### src/rtl/pipe_pkg.sv
`default_nettype none
// ============================================================================
//  Module   : pipe_pkg
//  Brief    : Shared constants for the pipeline front end.
//  Revision : 1.0  initial release
// ============================================================================
package pipe_pkg;

    localparam int CTRL_MEMREAD  = 0;
    localparam int CTRL_MEMWRITE = 1;
    localparam int CTRL_REGWRITE = 2;

    localparam logic [31:0] NOP_INSTR = 32'h0;

    localparam int RS_MSB = 25;
    localparam int RS_LSB = 21;
    localparam int RT_MSB = 20;
    localparam int RT_LSB = 16;
    localparam int RD_MSB = 15;
    localparam int RD_LSB = 11;

endpackage
`default_nettype wire

### src/rtl/stall_watchdog.sv
`default_nettype none
// ============================================================================
//  Module   : stall_watchdog
//  Brief    : Counts consecutive frozen-PC cycles; sticky flag at MAX_STALL.
//  Revision : 1.0  initial release
// ============================================================================
module stall_watchdog #(
    parameter int MAX_STALL = 8
) (
    input  logic clk,
    input  logic reset,
    input  logic i_pc_write,
    input  logic i_branch_taken,
    output logic o_stall_timeout
);

    localparam int                   c_RUN_W   = $clog2(MAX_STALL + 1);
    localparam logic [c_RUN_W-1:0]   c_RUN_MAX = c_RUN_W'(MAX_STALL);

    logic [c_RUN_W-1:0] r_stall_run;
    logic [c_RUN_W-1:0] w_run_next;
    logic               r_stall_timeout;

    // A taken branch moves the PC, so it breaks the frozen run.
    always_comb begin
        w_run_next = '0;
        if (!i_pc_write && !i_branch_taken) begin
            w_run_next = (r_stall_run == c_RUN_MAX) ? r_stall_run
                                                    : r_stall_run + c_RUN_W'(1);
        end
    end

    always_ff @(posedge clk) begin
        if (reset) begin
            r_stall_run     <= '0;
            r_stall_timeout <= 1'b0;
        end else begin
            r_stall_run     <= w_run_next;
            r_stall_timeout <= r_stall_timeout | (w_run_next == c_RUN_MAX);
        end
    end

    assign o_stall_timeout = r_stall_timeout;

endmodule
`default_nettype wire

### src/rtl/pipe_front_ctrl.sv
`default_nettype none
// ============================================================================
//  Module   : pipe_front_ctrl
//  Brief    : PC, IF/ID and ID/EX front-end registers with stall/flush control.
//  Revision : 1.0  initial release
// ============================================================================
module pipe_front_ctrl
    import pipe_pkg::*;
#(
    parameter logic [31:0] RESET_PC  = 32'h0000_0000,
    parameter int          CTRL_W    = 8,
    parameter int          MAX_STALL = 8,
    parameter int          CNT_W     = 16
) (
    input  logic              clk,
    input  logic              reset,
    input  logic              PCwrite,
    input  logic              IF_ID_write,
    input  logic              stall_select,
    input  logic              branch_taken,
    input  logic [31:0]       branch_target,
    input  logic [31:0]       imem_rdata,
    input  logic [CTRL_W-1:0] id_ctrl_in,
    output logic [31:0]       imem_addr,
    output logic [31:0]       if_id_instr,
    output logic [31:0]       if_id_pc4,
    output logic [4:0]        current_rs,
    output logic [4:0]        current_rt,
    output logic              current_memread,
    output logic              current_memwrite_sw,
    output logic [CTRL_W-1:0] ID_EX_ctrl,
    output logic              ID_EX_memread,
    output logic              ID_EX_memwrite_sw,
    output logic [4:0]        ID_EX_Regrt,
    output logic [4:0]        ID_EX_Regrd,
    output logic [CNT_W-1:0]  bubble_count,
    output logic              stall_timeout
);

    logic [31:0]       r_pc;
    logic [31:0]       r_if_id_instr;
    logic [31:0]       r_if_id_pc4;
    logic [CTRL_W-1:0] r_id_ex_ctrl;
    logic [4:0]        r_id_ex_regrt;
    logic [4:0]        r_id_ex_regrd;
    logic [CNT_W-1:0]  r_bubble_count;
    logic [31:0]       w_pc_plus4;

    assign w_pc_plus4 = r_pc + 32'd4;

    always_ff @(posedge clk) begin
        if (reset) begin
            r_pc <= RESET_PC;
        end else if (branch_taken) begin
            r_pc <= branch_target;
        end else if (PCwrite) begin
            r_pc <= w_pc_plus4;
        end
    end

    always_ff @(posedge clk) begin
        if (reset || branch_taken) begin
            r_if_id_instr <= NOP_INSTR;
            r_if_id_pc4   <= '0;
        end else if (IF_ID_write) begin
            r_if_id_instr <= imem_rdata;
            r_if_id_pc4   <= w_pc_plus4;
        end
    end

    // Flush bubbles are not counted; only hazard-driven stall bubbles are.
    always_ff @(posedge clk) begin
        if (reset) begin
            r_id_ex_ctrl   <= '0;
            r_id_ex_regrt  <= '0;
            r_id_ex_regrd  <= '0;
            r_bubble_count <= '0;
        end else if (branch_taken) begin
            r_id_ex_ctrl  <= '0;
            r_id_ex_regrt <= '0;
            r_id_ex_regrd <= '0;
        end else if (!stall_select) begin
            r_id_ex_ctrl  <= '0;
            r_id_ex_regrt <= '0;
            r_id_ex_regrd <= '0;
            if (!(&r_bubble_count)) begin
                r_bubble_count <= r_bubble_count + CNT_W'(1);
            end
        end else begin
            r_id_ex_ctrl  <= id_ctrl_in;
            r_id_ex_regrt <= r_if_id_instr[RT_MSB:RT_LSB];
            r_id_ex_regrd <= r_if_id_instr[RD_MSB:RD_LSB];
        end
    end

    stall_watchdog #(
        .MAX_STALL (MAX_STALL)
    ) u_stall_watchdog (
        .clk             (clk),
        .reset           (reset),
        .i_pc_write      (PCwrite),
        .i_branch_taken  (branch_taken),
        .o_stall_timeout (stall_timeout)
    );

    assign imem_addr           = r_pc;
    assign if_id_instr         = r_if_id_instr;
    assign if_id_pc4           = r_if_id_pc4;
    assign current_rs          = r_if_id_instr[RS_MSB:RS_LSB];
    assign current_rt          = r_if_id_instr[RT_MSB:RT_LSB];
    assign current_memread     = id_ctrl_in[CTRL_MEMREAD];
    assign current_memwrite_sw = id_ctrl_in[CTRL_MEMWRITE];
    assign ID_EX_ctrl          = r_id_ex_ctrl;
    assign ID_EX_memread       = r_id_ex_ctrl[CTRL_MEMREAD];
    assign ID_EX_memwrite_sw   = r_id_ex_ctrl[CTRL_MEMWRITE];
    assign ID_EX_Regrt         = r_id_ex_regrt;
    assign ID_EX_Regrd         = r_id_ex_regrd;
    assign bubble_count        = r_bubble_count;

endmodule
`default_nettype wire

### config.mk
export PLATFORM = sky130hd
export DESIGN_NAME = pipe_front_ctrl
export DESIGN_NICKNAME = d
export VERILOG_FILES = /design/src/rtl/pipe_pkg.sv /design/src/rtl/stall_watchdog.sv /design/src/rtl/pipe_front_ctrl.sv
export SDC_FILE = /design/constraint.sdc
export NUM_CORES = 1
export LEC_CHECK = 0
export ABC_AREA = 1
export BUFFER_PORTS_ARGS = -buffer_cell sky130_fd_sc_hd__buf_2
export CAP_MARGIN = 0
export CORE_MARGIN = 8
export CORE_UTILIZATION = 50
export DETAILED_ROUTE_END_ITERATION = 10
export PLACE_DENSITY = 0.85
export SETUP_SLACK_MARGIN = 0.02
export SLEW_MARGIN = 40
export SYNTH_ARGS = -nofsm -noshare
export SYNTH_HDL_FRONTEND = slang
export SYNTH_SLANG_ARGS = --single-unit
### constraint.sdc
create_clock -name clk -period 1.8 [get_ports clk]
set_clock_uncertainty 0.2 [all_clocks]
set_input_delay 0.18 -clock clk [delete_from_list [all_inputs] [get_ports clk]]
set_output_delay 0.18 -clock clk [all_outputs]
set_load 0.05 [all_outputs]
After elaboration in Yosys (flattened, before gate mapping)
Cells that the tools add are included.
{"block": "op_classes", "add_sub_neg": 3, "eq_ne": 2, "muxes": 4, "bitwise": 4, "reduce_logical": 8}
{"cell": "$mux 32", "n": 2}
{"cell": "$add 32x3->32 const B", "n": 1}
{"cell": "$add 16x1->16 const B", "n": 1}
{"cell": "$reduce_and 16->1", "n": 1}
{"cell": "$eq 4x4->1 const B", "n": 2}
{"cell": "$mux 4", "n": 2}
{"cell": "$add 4x1->4 const B", "n": 1}
{"cell": "$not 1->1", "n": 3}
{"cell": "$reduce_and 3->1", "n": 1}
{"cell": "$reduce_or 3->1", "n": 1}
{"cell": "$logic_not 1->1", "n": 2}
{"cell": "$reduce_bool 2->1", "n": 1}
{"cell": "$logic_and 1x1->1", "n": 1}
{"cell": "$logic_or 1x1->1", "n": 1}
{"cell": "$or 1x1->1", "n": 1}
{"block": "word_totals", "register_bits": 135, "in_bits": 78, "output_inout_bits": 145, "elab_cells": 30}

Logic depth before layout (Yosys ltp)
Gate-level depths: netlist of the first run.
{"block": "logic_depth", "word_depth": 5, "depth_mapped": 11, "ltp_nobuf": 11}

By module
A second synthesis of the first run with hierarchy kept.
{"block": "unflattened", "hier_cells": 875, "area_unflattened_um2": 6177.2}
{"module": "pipe_front_ctrl", "instances": 1, "cells_per_inst": 834, "area_each_um2": 5901.9, "seq_area_each_um2": 2602.5}
{"module": "stall_watchdog", "instances": 1, "cells_per_inst": 41, "area_each_um2": 275.3, "seq_area_each_um2": 100.1}

Worst setup path after synthesis of the first run
OpenSTA, ideal clock, no wires.
{"block": "synth_timing", "kind": "register -> register", "start": "register r_pc[2] (netlist: imem_addr[2])", "end": "register r_if_id_pc4[26] (netlist: if_id_pc4[26])", "setup_time_ns": 0.115, "arrival_ns": 1.799, "t_required_ns": 1.485, "slack_ns": -0.315, "path_stages_with_launch": 11, "n_path_buf": 0, "synth_period_minus_slack_ns": 2.115, "cell_sequence": "dfxtp_1 > ha_1 > nand2_1 > nor2_2 > nand2_2 > nor2_4 > nand2_1 > nand2_1 > nand2_1 > o21ai_0 > inv_1"}
{"block": "synth_via", "elab_chain_len": 1}
{"item": "start: declaration", "line": "pipe_front_ctrl.sv:40", "text": "logic [31:0] r_pc;"}
{"item": "start signal: assignment", "line": "pipe_front_ctrl.sv:55", "text": "r_pc <= branch_target;"}
{"item": "start signal: assignment", "line": "pipe_front_ctrl.sv:57", "text": "r_pc <= w_pc_plus4;"}
{"item": "$add 32x3->32", "line": "pipe_front_ctrl.sv:49", "text": "assign w_pc_plus4 = r_pc + 32'd4;"}
{"item": "end signal: assignment", "line": "pipe_front_ctrl.sv:67", "text": "r_if_id_pc4 <= w_pc_plus4;"}
{"item": "end: declaration", "line": "pipe_front_ctrl.sv:42", "text": "logic [31:0] r_if_id_pc4;"}
No other way between the ends.
A chain may end at the register's enable or synchronous reset.

Worst setup path in the final report of the first run
{"block": "layout_timing", "start": "register r_pc[12] (netlist: imem_addr[12])", "end": "register r_if_id_pc4[21] (netlist: if_id_pc4[21])"}
Same word-level chain as after synthesis.

==> results of run 1 <==
## cell families (layout without fill, tap and decap cells)
family / after synthesis / in the layout / synth area share [%]
xor gates and xnor gates: 24 / 24 / 3.394
DFF: 135 / 135 / 43.64
AOI/OAI and AO/OA: 148 / 148 / 13.70
other: 0 / 3 / 0
adders and majority gates: 4 / 4 / 0.8081
and+or+nand+nor: 416 / 416 / 28.57
buffers and inverters: 143 / 448 / 9.899
## worst register-to-register path: cells and delay by family, from the launching register on
kind	cells	cell delay, ns
flops	1	0.38
buf+inv	1	0.03
compound gates	1	0.12
simple gates	6	0.90
## flip-flops by register name, summed over array words and instances, names as in the netlist
name / count
imem_addr: 32
bubble_count: 16
u_stall_watchdog.r_stall_run: 4
ID_EX_Regrt: 5
if_id_pc4: 32
ID_EX_ctrl: 8
if_id_instr: 32
ID_EX_Regrd: 5
u_stall_watchdog.o_stall_timeout: 1
## where the power goes
| group | leakage [nW] | internal (W) | switching, W | total [W] |
|---|---|---|---|---|
| combinational | 2.94 | 0.000406 | 0.000838 | 0.00124 |
| sequential | 1.12 | 0.00310 | 0.000101 | 0.00320 |
| clock | 0.277 | 0.00203 | 0.00138 | 0.00341 |
| total | 4.33 | 0.00553 | 0.00232 | 0.00785 |
## cells in the mapped netlist (8+ instances only)
cell type	count	area, um2
dfxtp_1	135	2703
o21ai_0	42	210.2
nor2_1	125	469.2
a21oi_1	62	310.3
a31oi_1	8	50.05
inv_1	86	322.8
buf_4	16	120.1
a21oi_2	10	87.58
a22oi_1	22	165.2
nand2_2	9	56.30
xnor2_1	9	78.83
xor2_1	15	131.4
nand2_1	218	818.3
nand3_1	30	150.1
clkbuf_1	28	105.1
## cells in the final DEF, fill, tap and decap left out, types with 3 or more instances in the layout
cell,Yosys,layout
buf_12,0,3
dfxtp_1,135,98
clkinvlp_4,0,4
inv_1,86,84
clkbuf_16,0,18
nand3b_1,5,5
dfxtp_4,0,4
buf_4,16,28
inv_2,2,4
a22oi_1,22,22
clkinv_4,0,3
nor2_4,5,10
o21ai_1,2,4
xor2_1,15,15
dfxtp_2,0,33
dlygate4sd3_1,0,75
nand2_1,218,211
nand4_1,5,5
xnor2_1,9,9
and2_1,3,3
nor3_1,4,4
o21ai_0,42,39
buf_2,7,222
a31oi_1,8,8
diode_2,0,3
a21oi_1,62,60
a21oi_2,10,12
nand3_1,30,30
nand2_2,9,13
nor2_2,7,19
nand2_4,1,3
nor2_1,125,108
## timing repair
action                                  4_1_cts  5_1_grt
resized for setup                             2       36
hold buffers                                 75        0
hold endpoints to repair                     72        0
endpoints found under the setup margin        2       46
pin swaps                                     0        8
setup buffers                                 0        5
## routing by layer
metal	up-vias	share of wire (%)
met3	74	7.4
met1	3194	39
met2	349	48
li1	3337	-
met4	0	5.2
met5	-	0
## worst paths after layout
check / to / start
max: if_id_pc4[21] / imem_addr[12]
min: bubble_count[12] / stall_select
max reg2reg: if_id_pc4[21] / imem_addr[12]
min reg2reg: u_stall_watchdog.o_stall_timeout / u_stall_watchdog.o_stall_timeout
## stage by stage
| step | area [um2] | hold WS, ns | utilization (%) |
|---|---|---|---|
| finish | 9046 | 0.05836 | 75.00 |
| floorplan | 6276 | 0.09222 | - |
| global route | 9046 | 0.07114 | 75.00 |
| CTS | 8895 | 0.04153 | 73.74 |
| global placement | 7552 | 0.1976 | 62.61 |
| detailed placement | 7552 | 0.2025 | 62.61 |
## final cells by class
class	count	area (um2)
Clock inverter	13	120.1
Sequential cell	135	2759
Timing Repair Buffer	328	2132
Antenna cell	3	7.507
Fill cell	863	3015
Clock buffer	19	464.2
Tap cell	168	210.2
Inverter	88	330.3
Multi-Input combinational cell	592	3023
==> run metrics, run 1 <==
Post-Syn Instances between 800 and 900; Area Growth Syn to Fin 46.06%; Die ar. between 15,000 and 20,000 um2; max-slew violations 0; CTS tree done; EDFF count, synth 0; Critical Path RT 1.91 ns; grt met1 use 30.76%; Cell variety after synth 33; Max Buffers Root-to-Sink 2; register area share after synthesis a little over two fifths; fmax between 0.5 and 0.6 GHz; pin count of the biggest net entering global routing 60; initial antenna violation count 3; M3 GR Usage about 6.7%; DRC violation count after routing 0; register bit count reported by yosys approximately 140; Ports roughly 220; LEAKAGE about 4.3 nW; CP endpoint kind register; DP Worst Slack -0.001644 ns; most frequent CP cell nand2_1; WL/cell about 17 um; CP delay by family, top simple AND/OR/NAND/NOR gates; Worst Path Buf+Inv 1; Top Usage Layer GRT met2; initial core utilization about half; GRT overflow 0; Placed Instances about 1.2k; YS warnings 0; num rows 40; I/O Buffers ~220; TNS Setup 0 ns; slew margin rel. 69.91%; Initial DRC Count 585; min cycle time layout 1.718 ns; final hold vios 0; maximum fanout along the worst path 5; CP max stage cell dfxtp_2; Synth Cell Area slightly above 6000 um2; FF-to-FF path depth 8; R2R Setup Slk between 0.08 and 0.09 ns; GR Util met2 ~45%; vias in the first global route around 6.9k; Mapped Nets between 900 and 1k; maxcap violations 0; NumNets Final 1,244; final WL between 20,000 and 25,000 um; Reg clk slew, reported paths ~0.060 ns; CTS H-tree depth 4; clock sinks between 100 and 150; GRT Total Usage about 27%; WS Path Type register to register; Worst path max stage delay 0.38 ns; placer congestion estimate 0.9104; outcome complete, no violations; Placeable Area 12,060 um2; antenna-violating nets left 0; Setup WS post-layout slightly above 0.08 ns; Pwr Total between 0.007 and 0.008 W; Worst VDD drop 726.2 uV; drt pass-1 iters 7; Final setup violation count 0; global-route wire length before repair approximately 35,000 um; post-detail-place hpwl about 15,000 um; critical path data arrival time approximately 1.8 ns; Post-Layout Cell Count about 1.3k; Die W 127.3 um; Hold WC Path Type input port to register; clk_lat worst skew 0.41 ns; drt via density 5.166; P per Cell Area 868.0 nW/um2; Worst Hold Depth 5; Vias ~7.0k; Num CTS Buffers 17; Final period util between 90% and 100%; async set-or-reset flop fraction in the synthesized netlist 0%; leading register cell type out of synthesis dfxtp_1; Slew @ Worst Pin about 0.45 ns; layout cells sized above 1 33.19%; critical-path cell list nand2_1, nor2_2, nand2_1, nor2_4, nand3_1, nand2_1, a21o_1, inv_1; chip height 127.3 um; Syn Area/Cell slightly above 7 um2; Worst setup SP type register; Worst path depth 8; clk root buf clkbuf_16
Note: power is estimated with default switching activity, not from simulation.
==> run 2, diff against run 1 <==
--- a/config.mk
+++ b/config.mk
@@ -16,4 +16,5 @@
 export SLEW_MARGIN = 40
 export SYNTH_ARGS = -nofsm -noshare
 export SYNTH_HDL_FRONTEND = slang
+export SYNTH_HIERARCHICAL = 1
 export SYNTH_SLANG_ARGS = --single-unit
==> run 2 against run 1 <==
  * Clock power is 3% higher
  * Worst hold slack better by 0.0015 ns
  * Largest power group unchanged
  * Die area is 0.23% lower
  * Highest routed layer unchanged
  * First-iteration DRC count is 2.1% higher
==> run metrics, run 2 <==
outcome complete, no violations (unchanged); GRT Total Usage 26.94% (was 27.08%); Synth Cell Area 6177 um2 (was 6193 um2); Mapped Nets 957 (was 952); Die ar. 16,170 um2 (was 16,200 um2); Die W 127.2 um (was 127.3 um); vias in the first global route 6,699 (was 6,863); NumNets Final 1,247 (was 1,244); Area Growth Syn to Fin 48.92% (was 46.06%); critical-path cell list ha_4, nand2_4, nor2_4, nand2_2, nor2_4, nand3_4, nand2_8, buf_12, nand2_4, a21oi_2 (was nand2_1, nor2_2, nand2_1, nor2_4, nand3_1, nand2_1, a21o_1, inv_1); post-detail-place hpwl 15,170 um (was 14,520 um); internal power 0.005729 W (was 0.005534 W); Worst VDD drop 643.2 uV (was 726.2 uV); CTS tree done (unchanged); Initial DRC Count 597 (was 585); leading register cell type out of synthesis dfxtp_1 (unchanged); layout cells sized above 1 33.53% (was 33.19%); P per Cell Area 869.5 nW/um2 (was 868.0 nW/um2); CP delay by family, top simple AND/OR/NAND/NOR gates (unchanged); min cycle time layout 1.796 ns (was 1.718 ns); chip height 127.2 um (was 127.3 um); I/O Buffers 222 (unchanged); Register Area 2764 um2 (was 2759 um2); DRC violation count after routing 0 (unchanged); Reg clk slew, reported paths 0.06 ns (about the same); sequential power share 40.1% (was 40.8%); drt pass-1 iters 7 (unchanged); initial antenna violation count 1 (was 3); initial core utilization 51.21% (was 51.35%); unrepaired setup endpoints after global routing true; count leader, synth nand2_1 (unchanged); global-route wire length before repair 34,890 um (was 35,240 um); register bit count reported by yosys 135 (unchanged); fmax 0.5568 GHz (was 0.5820 GHz); WS Path Type register to register (unchanged); maximum fanout along the worst path 5 (unchanged); LEAKAGE 4.441 nW (was 4.332 nW); CTS H-tree depth 4 (unchanged); Worst Path Buf+Inv 1 (unchanged); Ports 223 (unchanged); drt via density 5.226 (was 5.166); clock share of power 44.0% (was 43.4%); clk root buf clkbuf_16 (unchanged); placer congestion estimate 0.9453 (was 0.9104); EDFF count, synth 0 (unchanged); NetSw 0.002269 W (was 0.002319 W); max-slew violations 0 (unchanged); highest-count cells in the layout ignoring fill and taps 222 x buf_2, 207 x nand2_1, 117 x nor2_1, 96 x dfxtp_1, 86 x inv_1 (was 222 x buf_2, 211 x nand2_1, 108 x nor2_1, 98 x dfxtp_1, 84 x inv_1); Final Util 76.27% (was 75.00%); worst r2r src bubble_count[0] (was imem_addr[12]); clk_lat worst skew 0.41 ns (about the same); Post-Syn Instances 875 (was 870); register area share after synthesis 43.75% (was 43.64%); hold wc startpoint reset (was stall_select); Worst setup startpoint bubble_count[0] (was imem_addr[12]); Vias 7,040 (was 6,954); top post-synthesis cells by area dfxtp_1 44%, nand2_1 13%, nor2_1 7.9% (was dfxtp_1 44%, nand2_1 13%, nor2_1 7.6%); Cell variety after synth 31 (was 33); YS warnings 6 (was 0); clock sinks 135 (unchanged); Placeable Area 12,060 um2 (unchanged); Max Buffers Root-to-Sink 2 (unchanged); Syn Area/Cell 7.060 um2 (was 7.119 um2); final WL 22,780 um (was 22,430 um); WL/cell 16.91 um (was 16.66 um); Critical Path RT 1.94 ns (was 1.91 ns); CP endpoint kind register (unchanged); fillers 849 (was 863); CP max stage cell dfxtp_4 (was dfxtp_2); Worst setup SP type register (unchanged); Slew @ Worst Pin 0.6724 ns (was 0.4513 ns); pin count of the biggest net entering global routing 71 (was 60); critical path data arrival time 1.93 ns (was 1.83 ns); antenna-violating nets left 0 (unchanged); slew margin rel. 55.18% (was 69.91%); TNS Setup 0 ns (unchanged); commonest non-fill, non-tap cell in the layout buf_2 (unchanged); num rows 40 (unchanged); Hold WC Path Type input port to register (unchanged); Final setup violation count 0 (unchanged); post-synth top area share 43.75% (was 43.64%); Worst path max stage delay 0.36 ns (was 0.38 ns); Num CTS Buffers 17 (unchanged); GRT overflow 0 (unchanged); cell taking the most area after synthesis dfxtp_1 (unchanged); Final period util 99.78% (was 95.45%); sw frac 28.37% (was 29.53%); async set-or-reset flop fraction in the synthesized netlist 0% (unchanged); final hold vios 0 (unchanged); maxcap violations 0 (unchanged); Multi-input gate area 3124 um2 (was 3023 um2); combinational fraction of design power 15.9% (was 15.8%); Post-synth top cells 222 x nand2_1, 135 x dfxtp_1, 130 x nor2_1, 86 x inv_1, 66 x a21oi_1 (was 218 x nand2_1, 135 x dfxtp_1, 125 x nor2_1, 86 x inv_1, 62 x a21oi_1)
-- run 2: what timing repair did --
| action | 4_1_cts | 5_1_grt |
|---|---|---|
| hold buffers | 73 | 0 |
| setup endpoints to repair | 7 | 45 |
| pin swaps | 2 | 26 |
| buffers inserted | 1 | 8 |
| resized for setup | 2 | 68 |
| cloned | 0 | 1 |
| endpoints found under the hold margin | 75 | 0 |
-- run 2: worst paths after layout --
| path | endpoint | slack [ns] | depth (start not counted) |
|---|---|---|---|
| max | bubble_count[8] | 0.004 | 10 |
| min | if_id_pc4[3] | 0.06 | 5 |
| max reg2reg | bubble_count[8] | 0.004 | 10 |
| min reg2reg | u_stall_watchdog/o_stall_timeout | 0.25 | 2 |
-- run 2: area by class of cell --
class / count / share of cell area, %
tap: 168 / 2.285
clock inverter: 12 / 1.632
clock buffer: 20 / 4.856
timing repair buffer: 324 / 23.44
sequential: 135 / 30.05
multi-input combinational: 597 / 33.96
antenna: 1 / 0.02720
inverter: 90 / 3.754
-- run 2: power groups by stage --
stage          clock network, W  logic, W  registers (W)
3_5_place_dp                  0   0.00108        0.00327
5_1_grt                 0.00367   0.00134        0.00322
4_1_cts                 0.00354   0.00120        0.00320
3_3_place_gp                  0   0.00107        0.00326
6_report                0.00352   0.00127        0.00321
2_1_floorplan                 0  0.000399        0.00359
-- run 2: layer usage --
layer  vias up  track usage, %  share of wire, %  wire length [um]
met5         -               0                 0                 0
met4         0           13.16               4.0               910
met3        74           8.860                10              2382
met2       448           44.49                47             10620
met1      3183           30.80                39              8866
li1       3335               -                 -                 -
-- run 2: worst min-delay path, cell delays in order --
cell and delay [ns]:
buf_2 0.09, nor2_1 0.08, buf_4 0.16, o21ai_0 0.07, a21oi_1 0.04
-- run 2: metrics by stage --
stage | total power [W] | cell area, um2 | cells | hold WS, ns | setup slack (ns)
after floorplan | 0.003993 | 6287 | 875 | 0.05238 | 0.002630
after global placement | 0.004329 | 7546 | 1231 | 0.1990 | 0.02793
after detailed placement | 0.004344 | 7546 | 1231 | 0.2004 | -0.008107
after CTS | 0.007945 | 8889 | 1337 | 0.04193 | 0.003968
after global routing | 0.008225 | 9199 | 1347 | 0.06390 | -0.06934
final | 0.007998 | 9199 | 1347 | 0.05990 | 0.003965
-- run 2: cell families (layout without fill, tap and decap cells) --
group	count (synthesis)	in the layout	synth area share, %
simple gates	421	421	28.46
buf+inv	143	446	10.09
flops	135	135	43.75
compound gates	146	146	13.21
other cells	0	1	0
fa+ha+maj	4	4	0.8102
xor+xnor	26	26	3.686
==> run 3, diff against run 2 <==
--- a/config.mk
+++ b/config.mk
@@ -11,7 +11,7 @@
 export CORE_MARGIN = 8
 export CORE_UTILIZATION = 50
 export DETAILED_ROUTE_END_ITERATION = 10
-export PLACE_DENSITY = 0.85
+export PLACE_DENSITY = 0.8
 export SETUP_SLACK_MARGIN = 0.02
 export SLEW_MARGIN = 40
 export SYNTH_ARGS = -nofsm -noshare
==> run 3 against run 2 <==
  * Clock power increased by 7.7%
  * Wire length decreased by 3.5%
  * First-iteration DRC count decreased by 1.7%
  * Highest routed layer unchanged
  * Non-clock buffer count increased by 4
  * Sequential share of layout area increased by 0.22 points
  * Critical path depth unchanged
  * Power increased by 2.9%
  * Fmax increased by 2.1%
  * Combinational power about the same
==> run metrics, run 3 (same netlist as run 2, synthesis figures left out) <==
global-route wire length before repair 34,420 um (was 34,890 um); NumNets Final 1,251 (was 1,247); initial antenna violation count 0 (was 1); R2R Setup Slk 0.04 ns (was 0.004 ns); Placed Instances 1,236 (was 1,231); P per Cell Area 900.7 nW/um2 (was 869.5 nW/um2); final hold vios 0 (unchanged); Final period util 97.77% (was 99.78%); Worst setup SP type register (unchanged); antenna-violating nets left 0 (unchanged); CTS H-tree depth 4 (unchanged); Slew @ Worst Pin 0.6192 ns (was 0.6724 ns); Worst VDD drop 537.0 uV (was 643.2 uV); I/O Buffers 222 (unchanged); vias in the first global route 6,614 (was 6,699); Initial DRC Count 587 (was 597); DRC violation count after routing 0 (unchanged); CP endpoint kind register (unchanged); unrepaired setup endpoints after global routing true (unchanged); initial core utilization 51.21% (unchanged); LEAKAGE 4.418 nW (was 4.441 nW); DP Worst Slack -0.07496 ns (was -0.008107 ns); Max Buffers Root-to-Sink 2 (unchanged); critical path data arrival time 1.89 ns (was 1.93 ns); chip height 127.2 um (unchanged); num rows 40 (unchanged); Vias 6,893 (was 7,040); slew margin rel. 58.72% (was 55.18%); CTS tree done (unchanged); maximum fanout along the worst path 7 (was 5); Reg clk slew, reported paths 0.06 ns (about the same); Setup WS post-layout 0.04018 ns (was 0.003965 ns); GRT Total Usage 26.30% (was 26.94%); drt pass-1 iters 5 (was 7); reg2reg end bubble_count[2] (was bubble_count[8]); Final setup violation count 0 (unchanged); outcome complete, no violations (unchanged); WL/cell 16.30 um (was 16.91 um); M3 GR Usage 7.072% (was 8.860%); pin count of the biggest net entering global routing 59 (was 71); commonest non-fill, non-tap cell in the layout buf_2 (unchanged); final WL 21,980 um (was 22,780 um); Area Growth Syn to Fin 47.96% (was 48.92%); Critical Path RT 1.93 ns (was 1.94 ns); clk_lat worst skew 0.41 ns (about the same); layout cells sized above 1 32.68% (was 33.53%); Die W 127.2 um (unchanged); final hold slack 0.07788 ns (was 0.05990 ns); Hold EP if_id_instr[7] (was if_id_pc4[3]); FF-to-FF path depth 10 (unchanged); hold wc startpoint IF_ID_write (was reset); post-detail-place hpwl 14,660 um (was 15,170 um); Hold WC Path Type input port to register (unchanged); placer congestion estimate 0.8948 (was 0.9453); ant diodes 0 (was 1); worst r2r src bubble_count[0] (unchanged); maxcap violations 0 (unchanged); Ports 223 (unchanged); Top Usage Layer GRT met2 (unchanged); drt via density 5.110 (was 5.226); Post-Layout Cell Count 1,349 (was 1,347); GRT overflow 0 (unchanged); WS Path Type register to register (unchanged); clk root buf clkbuf_16 (unchanged); min cycle time layout 1.760 ns (was 1.796 ns); Placeable Area 12,060 um2 (unchanged); max-slew violations 0 (unchanged); highest-count cells in the layout ignoring fill and taps 222 x buf_2, 210 x nand2_1, 118 x nor2_1, 98 x dfxtp_1, 86 x inv_1 (was 222 x buf_2, 207 x nand2_1, 117 x nor2_1, 96 x dfxtp_1, 86 x inv_1); fmax 0.5682 GHz (was 0.5568 GHz); GR Util met2 44.02% (was 44.49%); grt met1 use 31.18% (was 30.80%); clock sinks 135 (unchanged); Num CTS Buffers 17 (unchanged); Worst Hold Depth 4 (was 5); Die ar. 16,170 um2 (unchanged); Final Util 75.78% (was 76.27%)
[run 3: cell types whose count changed in the layout (fill, tap and decap cells not counted), sizes merged]
cell and change:
bufinv +1, clkinv -2, clkinvlp +1, inv -2, diode -1, buf +5
[run 3: per-layer routing]
metal  up-vias  wire length [um]  share of wire [%]
met4         0               711                3.2
met1      3131              8676                 39
met2       369             10370                 47
met5         -                 0                  0
met3        57              2227                 10
li1       3336                 -                  -
[run 3: area by class of cell]
| class | instances | area, um2 |
|---|---|---|
| flip-flops and latches | 135 | 2766 |
| repair buffers | 328 | 2122 |
| well taps | 168 | 210.2 |
| multi-input cells | 597 | 3050 |
| fillers | 895 | 2922 |
| clock inverters | 10 | 166.4 |
| clock buffers | 21 | 481.7 |
| inverters | 90 | 342.8 |
[run 3: power by group]
part,total [W],switching (W),internal (W)
registers,0.00320,0.000100,0.00310
clock network,0.00379,0.00132,0.00248
logic,0.00124,0.000836,0.000407
total,0.00823,0.00225,0.00598
[run 3: stage by stage]
step / TNS (ns) / total power [W] / area, um2
after floorplan: 0 / 0.003993 / 6287
after global placement: -0.01642 / 0.004316 / 7533
after detailed placement: -0.1415 / 0.004328 / 7536
after CTS: 0 / 0.008203 / 8935
after global routing: -0.4483 / 0.008446 / 9140
final: 0 / 0.008233 / 9140
[run 3: how the worst max path moves through the flow]
| stage | from | to | slack [ns] | cells past startpoint |
|---|---|---|---|---|
| after floorplan | bubble_count[1] | bubble_count[13] | 0.003 | 10 |
| after global placement | imem_addr[2] | if_id_pc4[29] | -0.02 | 9 |
| after detailed placement | imem_addr[2] | if_id_pc4[29] | -0.07 | 9 |
| after CTS | imem_addr[2] | if_id_pc4[31] | 0.03 | 9 |
| after global routing | bubble_count[0] | bubble_count[6] | -0.05 | 10 |
| final | bubble_count[0] | bubble_count[2] | 0.04 | 10 |
[run 3: timing repair]
| item | 4_1_cts | 5_1_grt |
|---|---|---|
| setup endpoints to repair | 5 | 54 |
| setup buffers | 0 | 9 |
| hold endpoints to repair | 75 | 0 |
| pin swaps | 0 | 24 |
| hold buffers | 73 | 0 |
| resized for setup | 6 | 44 |
[run 3: critical path, cell delays in order, from the launching register on]
cell     delay [ns]
dfxtp_4        0.38
ha_4           0.16
nand2_4        0.05
nor2_4         0.13
nand2_2        0.07
nor2_4         0.13
nand3_4        0.12
nand2_8        0.12
buf_8          0.14
nand2_4        0.04
a21oi_2        0.13
